$ cat config.mk
export PLATFORM = sky130hd
export DESIGN_NAME = usb_rx_pkt_ctrl
export DESIGN_NICKNAME = d
export VERILOG_FILES = /design/src/rtl/usb_rx_pkt_ctrl.sv
export SDC_FILE = /design/constraint.sdc
export NUM_CORES = 1
export LEC_CHECK = 0
export ABC_AREA = 1
export CORE_MARGIN = 2
export CORE_UTILIZATION = 50
export DETAILED_ROUTE_END_ITERATION = 16
export HOLD_SLACK_MARGIN = 0.08
export PLACE_DENSITY = 0.82
export SKIP_LAST_GASP = 1
export SLEW_MARGIN = 0
export SYNTH_ARGS = -nofsm -noshare
export SYNTH_HDL_FRONTEND = slang
export SYNTH_SLANG_ARGS = --single-unit
$ cat constraint.sdc
create_clock -name clk -period 3.7 [get_ports clk]
set_input_delay 0.74 -clock clk [delete_from_list [all_inputs] [get_ports clk]]
set_output_delay 0.74 -clock clk [all_outputs]
set_load 0.005 [all_outputs]
$ cat src/rtl/usb_rx_pkt_ctrl.sv
// usb_rx_pkt_ctrl - USB FS receive packet control: SYNC check, optional PID check (RCU_PID_CHECK_EN),
// length limit, FIFO write strobe, byte count, done/error reporting. Rev 1.0
`default_nettype none

module usb_rx_pkt_ctrl #(
  parameter logic [7:0] SYNC_BYTE = 8'h80,
  parameter int         MAX_BYTES = 64,
  localparam int        CNT_W     = $clog2(MAX_BYTES + 1)
) (
  input  logic             clk,
  input  logic             rst,
  input  logic             d_edge,
  input  logic             eop,
  input  logic             shift_enable,
  input  logic             byte_received,
  input  logic [7:0]       rcv_data,
  output logic             rcving,
  output logic             w_enable,
  output logic             r_error,
  output logic             pkt_done,
  output logic [CNT_W-1:0] byte_count
);

  typedef enum logic [3:0] {
    IDLE       = 4'd0,
    SYNC_WAIT  = 4'd1,
    SYNC_CHECK = 4'd2,
    DATA       = 4'd3,
    STORE      = 4'd4,
    BYTE_END   = 4'd5,
    EOP_WAIT   = 4'd6,
    DONE       = 4'd7,
    ERR        = 4'd8,
    ERR_EOP    = 4'd9,
    ERR_IDLE   = 4'd10
  } state_t;

  localparam logic [CNT_W-1:0] MAX_CNT = CNT_W'(MAX_BYTES);

  state_t           state, next_state;
  logic [CNT_W-1:0] count;
  logic             cnt_clr, cnt_inc, pid_ok, accept;

`ifdef RCU_PID_CHECK_EN
  // Only the first data byte is a PID; it must carry its own complement.
  assign pid_ok = (count != '0) || (rcv_data[7:4] == ~rcv_data[3:0]);
`else
  assign pid_ok = 1'b1;
`endif

  assign accept = (count != MAX_CNT) && pid_ok;

  always_ff @(posedge clk or posedge rst) begin
    if (rst) begin
      state <= IDLE;
      count <= '0;
    end else begin
      state <= next_state;
      if (cnt_clr)
        count <= '0;
      else if (cnt_inc)
        count <= count + 1'b1;
    end
  end

  always_comb begin
    next_state = state;
    w_enable   = 1'b0;
    pkt_done   = 1'b0;
    cnt_clr    = 1'b0;
    cnt_inc    = 1'b0;
    case (state)
      IDLE, ERR_IDLE: begin
        if (d_edge) begin
          next_state = SYNC_WAIT;
          cnt_clr    = 1'b1;
        end
      end
      SYNC_WAIT: begin
        if (byte_received)
          next_state = SYNC_CHECK;
        else if (eop && shift_enable)
          next_state = ERR_EOP;
      end
      SYNC_CHECK: next_state = (rcv_data == SYNC_BYTE) ? DATA : ERR;
      DATA: begin
        // A completed byte takes priority over a coincident SE0.
        if (byte_received)
          next_state = STORE;
        else if (eop && shift_enable)
          next_state = ERR_EOP;
      end
      STORE: begin
        if (accept) begin
          w_enable   = 1'b1;
          cnt_inc    = 1'b1;
          next_state = BYTE_END;
        end else begin
          next_state = ERR;
        end
      end
      BYTE_END: begin
        if (shift_enable)
          next_state = eop ? EOP_WAIT : DATA;
      end
      EOP_WAIT: begin
        if (eop && shift_enable)
          next_state = DONE;
      end
      DONE: begin
        if (shift_enable) begin
          pkt_done   = 1'b1;
          next_state = IDLE;
        end
      end
      ERR: begin
        if (eop && shift_enable)
          next_state = ERR_EOP;
      end
      ERR_EOP: begin
        if (shift_enable)
          next_state = ERR_IDLE;
      end
      default: next_state = IDLE;
    endcase
  end

  assign rcving     = (state != IDLE) && (state != ERR_IDLE);
  assign r_error    = (state == ERR) || (state == ERR_EOP) || (state == ERR_IDLE);
  assign byte_count = count;

endmodule

`default_nettype wire
==> results of run 1 <==
## where the power goes
| part | internal [mW] | total (mW) | switching (mW) |
|---|---|---|---|
| Combinational | 0.170 | 0.431 | 0.261 |
| Clock | 0.0418 | 0.0833 | 0.0415 |
| Sequential | 0.149 | 0.189 | 0.0392 |
| Total | 0.361 | 0.703 | 0.341 |
## state kept, by name (all words and copies together) (netlist names)
register    cells
byte_count      7
state           4
## worst reg2reg max path: cells and delay by family, from the launching register on
| family | cells | cell delay [ns] |
|---|---|---|
| AO/OA/AOI/OAI | 1 | 0.04 |
| adder cells (fa/ha/maj) | 1 | 0.21 |
| buffers and inverters | 2 | 0.14 |
| flip-flops | 1 | 0.41 |
| AND/OR/NAND/NOR | 6 | 0.60 |
## cells by family (layout without fill, tap and decap cells)
logic type / after synthesis / after routing / share of synthesized area [%]
buffers and inverters: 24 / 52 / 10.2
AND/OR/NAND/NOR: 82 / 82 / 45.2
AO/OA/AOI/OAI: 18 / 18 / 10.4
XOR/XNOR: 1 / 1 / 0.968
flip-flops: 11 / 11 / 30.4
adder cells (fa/ha/maj): 2 / 2 / 2.77
## per-stage QoR
| step | utilization [%] | setup WS (ns) | power, mW |
|---|---|---|---|
| floorplan | - | 1.91 | 0.481 |
| global placement | 68.9 | 1.01 | 0.608 |
| detailed placement | 68.9 | 0.989 | 0.616 |
| CTS | 70.4 | 0.989 | 0.704 |
| global route | 70.4 | 0.911 | 0.764 |
| finish | 70.4 | 0.997 | 0.703 |
## layer usage
metal / wire [µm] / vias up / global-route usage, %
li1: - / 488 / -
met2: 980 / 39 / 35.0
met3: 128 / 2 / 5.88
met1: 1020 / 432 / 32.9
met5: 0 / - / 0
met4: 13 / 0 / 5.14
## final cells by class
cell class,instances,area [µm²],share of cell area [%]
inverters,24,92.6,7.70
clock buffers,4,26.3,2.19
flip-flops and latches,11,275,22.9
repair buffers,24,240,20.0
well taps,25,31.3,2.60
multi-input cells,103,537,44.6
## worst paths after layout
check                         startpoint             to  cells past startpoint
min in group asynchronous            rst  byte_count[6]                      2
setup reg to reg           byte_count[0]  byte_count[6]                     10
hold / removal             byte_count[2]  byte_count[2]                      1
hold reg to reg            byte_count[2]  byte_count[2]                      1
setup / recovery            shift_enable       pkt_done                      4
max in group asynchronous            rst  byte_count[1]                      2
## cells in the final DEF (no fill, tap or decap), types with 4 or more instances in the layout
cell,instances
nand2_1,34
clkdlybuf4s50_1,24
inv_1,21
nor2_1,18
nand3_1,12
dfrtp_1,11
o21ai_0,10
nand2_2,4
a21oi_1,4
==> results_dict.tcl, run 1 <==
set metrics [dict create \
    status "complete, no violations" \
    drive_gt1_share_pct 12.0 \
    dieArea_um2 2170 \
    cts_setup_buffers 0 \
    crit_fanout 2 \
    fin_nets 183 \
    cp.arrival_ns 1.96 \
    grt_usage_pct 23.2 \
    nFillCells 150 \
    critPathBufInv 3 \
    cts_num_sinks 11 \
    yosysTopAreaCellShare_pct 30.4 \
    period_minus_slack_ns 2.70 \
    clkTransAtPathRegs_ns 0.07 \
    final_area_um2 1200 \
    required_ns 2.96 \
    period_share_pct 73.0 \
    hold_violations 0 \
    cts_buffer_depth 2 \
    die_w_um 46.5 \
    drv_cap 0 \
    reg2reg_slack_ns 2.20 \
    cts_hold_buf 0 \
    pwr_density_cell_nw_per_um2 584 \
    hpwlAfterDp_um 1740 \
    setup_tns_ns 0 \
    worstPathCellList "clkdlybuf4s50_1 > inv_1 > nor3_1 > clkdlybuf4s50_1" \
    synth.largest_area_cell "dfrtp_1" \
    crit_path_end_kind "primary output" \
    num_vias 961 \
    ys_seq_area_share_pct 30.4 \
    synth-main-ff-cell "dfrtp_1" \
    hp-class "register to register" \
    dr.pass1.iters 5 \
    hold_ws_ns 0.538 \
    rsz0062_at_grt "false" \
    fmax_mhz 370 \
    rows 15 \
    htreeDepth 1 \
    ir_drop_uv 418 \
    synth_area_um2 905 \
    vias_per_cell 5.03 \
    post_cts_resized 0 \
    grt-ovfl-total 0 \
    setup_viol 0 \
    critPathLaunchType "input port" \
    max_stage_delay_ns 0.52 \
    fin_cells 191 \
    gp_congestion 0.915 \
    numCtsBuffers 3 \
    start_util_pct 53.0 \
    syn_inst 138 \
    worst_pin_slew_ns 0.414 \
    ys_ff_latch 11 \
    synth_area_leaders "dfrtp_1 30%, nand2_1 14%, inv_1 8.7%" \
    insertion_delay_ns 0.27 \
    synthTopCellsByCount "34 x nand2_1, 21 x inv_1, 18 x nor2_1" \
    synth_warnings 0 \
    first_global_vias 831 \
    ant_nets 0 \
    post_dp_cell_area_um2 1180 \
    wl_um 2140 \
    antenna_found_initial 0 \
    synthDistinctLibCells 21 \
    die_h_um 46.5 \
    report.final.slew_viol_count 0 \
    slew_headroom_pct 72.4 \
    placed_cells 187 \
    routedWlPerCell_um 11.2 \
    clockRootBuffer "clkbuf_4" \
    synth_most_common_cell "nand2_1" \
    core-area_um2 1710 \
    num_antenna_cells 0 \
    cp_top_family "buffers and inverters" \
    syn-num-nets 154 \
    leakagePower_nw 0.583 \
    synth.avg_cell_area_um2 6.56 \
    crit_path_frequent_cell "clkdlybuf4s50_1" \
    drc_errors 0 \
    drt-initial-drc-count 14 \
    fin_worst_skew_ns 0.00384 \
    synth_edf_count 0 \
    path_class "input port to primary output" \
    grt_max_degree 12 \
    cp_slowest_cell "clkdlybuf4s50_1" \
    pin_count 25 \
    synthToLayoutAreaGrowth_pct 32.9 \
    grt_pass1_wl_um 3550 \
    cts_tree "done" \
    portBuffers 24 \
    async_flop_share_pct 100 \
]
Power figures use the tool's default switching activity.
==> inputs of run 2 (changes only) <==
--- a/config.mk
+++ b/config.mk
@@ -6,11 +6,12 @@
 export NUM_CORES = 1
 export LEC_CHECK = 0
 export ABC_AREA = 1
+export CORE_ASPECT_RATIO = 1.4
 export CORE_MARGIN = 2
-export CORE_UTILIZATION = 50
+export CORE_UTILIZATION = 47
 export DETAILED_ROUTE_END_ITERATION = 16
 export HOLD_SLACK_MARGIN = 0.08
-export PLACE_DENSITY = 0.82
+export PLACE_DENSITY = 0.77
 export SKIP_LAST_GASP = 1
 export SLEW_MARGIN = 0
 export SYNTH_ARGS = -nofsm -noshare
==> constraint.sdc (replaced) <==
create_clock -name clk -period 2.5 [get_ports clk]
set_input_delay 0.5 -clock clk [delete_from_list [all_inputs] [get_ports clk]]
set_output_delay 0.5 -clock clk [all_outputs]
set_load 0.005 [all_outputs]
==> results_dict.tcl, run 2 (same netlist as run 1, synthesis figures left out) <==
set metrics [dict create \
    status "complete, no violations" \
    worst_pin_slew_ns 0.428 \
    ir_drop_uv 512 \
    ant_nets 0 \
    clkTransAtPathRegs_ns 0.07 \
    multi_input_area_um2 537 \
    setup_tns_ns 0 \
    mostFrequentLayoutCell "nand2_1" \
    clockRootBuffer "clkbuf_4" \
    period_share_pct 95.2 \
    insertion_delay_ns 0.28 \
    pin_count 25 \
    grt-ovfl-total 0 \
    final_cell_mix "34 x nand2_1, 24 x clkdlybuf4s50_1, 21 x inv_1, 18 x nor2_1, 12 x nand3_1" \
    vias_per_cell 5.10 \
    critPathBufInv 4 \
    crit_fanout 6 \
    pwr_density_cell_nw_per_um2 865 \
    rsz0062_at_grt "false" \
    core-area_um2 1780 \
    hpwlAfterDp_um 1720 \
    period_minus_slack_ns 2.38 \
    slew_headroom_pct 71.5 \
    grt_usage_pct 21.8 \
    drive_gt1_share_pct 12.6 \
    start_util_pct 50.8 \
    hp-class "input port to async pin" \
    first_global_vias 867 \
    seq_area_um2 275 \
    leakagePower_nw 0.589 \
    drc_errors 0 \
    cts_tree "done" \
    fmax_mhz 420 \
    wl_um 2180 \
    antenna_found_initial 0 \
    cp.arrival_ns 1.88 \
    drv_cap 0 \
    largest_reg_flops 7 \
    post_cts_resized 0 \
    rows 18 \
    report.final.slew_viol_count 0 \
    cts_setup_buffers 0 \
    grt_pass1_wl_um 3520 \
    worstPathCellList "inv_1 > ha_1 > nand2_1 > inv_1 > nand3_1 > nand2_4 > inv_1 > clkdlybuf4s50_1" \
    routedWlPerCell_um 11.7 \
    gp_congestion 0.789 \
    fin_nets 184 \
    p_total_mw 1.04 \
    drt-initial-drc-count 23 \
    r2r-start "byte_count[1]" \
    num_vias 954 \
    num_antenna_cells 0 \
    htreeDepth 1 \
    dr.pass1.iters 4 \
    max_stage_delay_ns 0.51 \
    crit_path_frequent_cell "inv_1" \
    hold_violations 0 \
    portBuffers 24 \
    fin_worst_skew_ns 0.00433 \
    cp_slowest_cell "clkdlybuf4s50_1" \
    dieArea_um2 2300 \
    critPathLaunchType "register" \
    reg2reg_slack_ns 1.04 \
    r2r_end "state[2]" \
    cts_hold_buf 0 \
    cts_buffer_depth 2 \
    crit_path_end_kind "primary output" \
    cp_top_family "buffers and inverters" \
    cts_num_sinks 11 \
    die_h_um 55.9 \
    synthToLayoutAreaGrowth_pct 33.1 \
    numCtsBuffers 3 \
    required_ns 2.00 \
    setup_viol 0 \
    nFillCells 158 \
    die_w_um 41.1 \
    grt_max_degree 12 \
    path_class "register to primary output" \
    reg2reg_depth 9 \
]
[run 2: changes by cell type in the layout (fill, tap and decap cells not counted), sizes merged]
cell  change
buf       +1
[run 2: worst max path at each step]
stage	from	to	slack (ns)	cells after the start
3_5_place_dp	shift_enable	pkt_done	0.26	4
4_1_cts	byte_count[0]	w_enable	0.05	8
5_1_grt	byte_count[1]	w_enable	0.03	8
6_report	byte_count[1]	w_enable	0.12	8
3_3_place_gp	shift_enable	pkt_done	0.30	4
2_1_floorplan	byte_count[0]	w_enable	0.95	7
[run 2: per-stage QoR]
| stage | util [%] | std cells | hold slack [ns] | cell area (µm²) | setup slack [ns] |
|---|---|---|---|---|---|
| after floorplan | - | 138 | 0.352 | 905 | 0.955 |
| after global placement | 65.8 | 182 | 0.529 | 1170 | 0.298 |
| after detailed placement | 65.8 | 182 | 0.526 | 1170 | 0.263 |
| after CTS | 67.2 | 186 | 0.526 | 1200 | 0.0479 |
| after global routing | 67.7 | 187 | 0.582 | 1200 | 0.0308 |
| final | 67.7 | 187 | 0.509 | 1200 | 0.121 |
[run 2: power by group]
part           switching (mW)  internal [mW]  leakage, nW  total (mW)
Sequential             0.0549          0.221        0.149       0.276
Clock                  0.0632         0.0620       0.0150       0.125
Combinational           0.380          0.259        0.425       0.639
[run 2: metal layers]
layer | global-route usage, % | part of all wire, % | wire (µm)
met5 | 0 | 0 | 0
met4 | 10.0 | 1.5 | 33
met3 | 1.20 | 4.3 | 94
met2 | 37.7 | 54 | 1190
met1 | 24.7 | 40 | 866
[run 2: layout make-up]
| type | instances | share of cell area (%) |
|---|---|---|
| clock buffers | 4 | 2.18 |
| inverters | 24 | 7.69 |
| multi-input cells | 103 | 44.6 |
| repair buffers | 25 | 20.6 |
| well taps | 20 | 2.08 |
| flip-flops and latches | 11 | 22.9 |
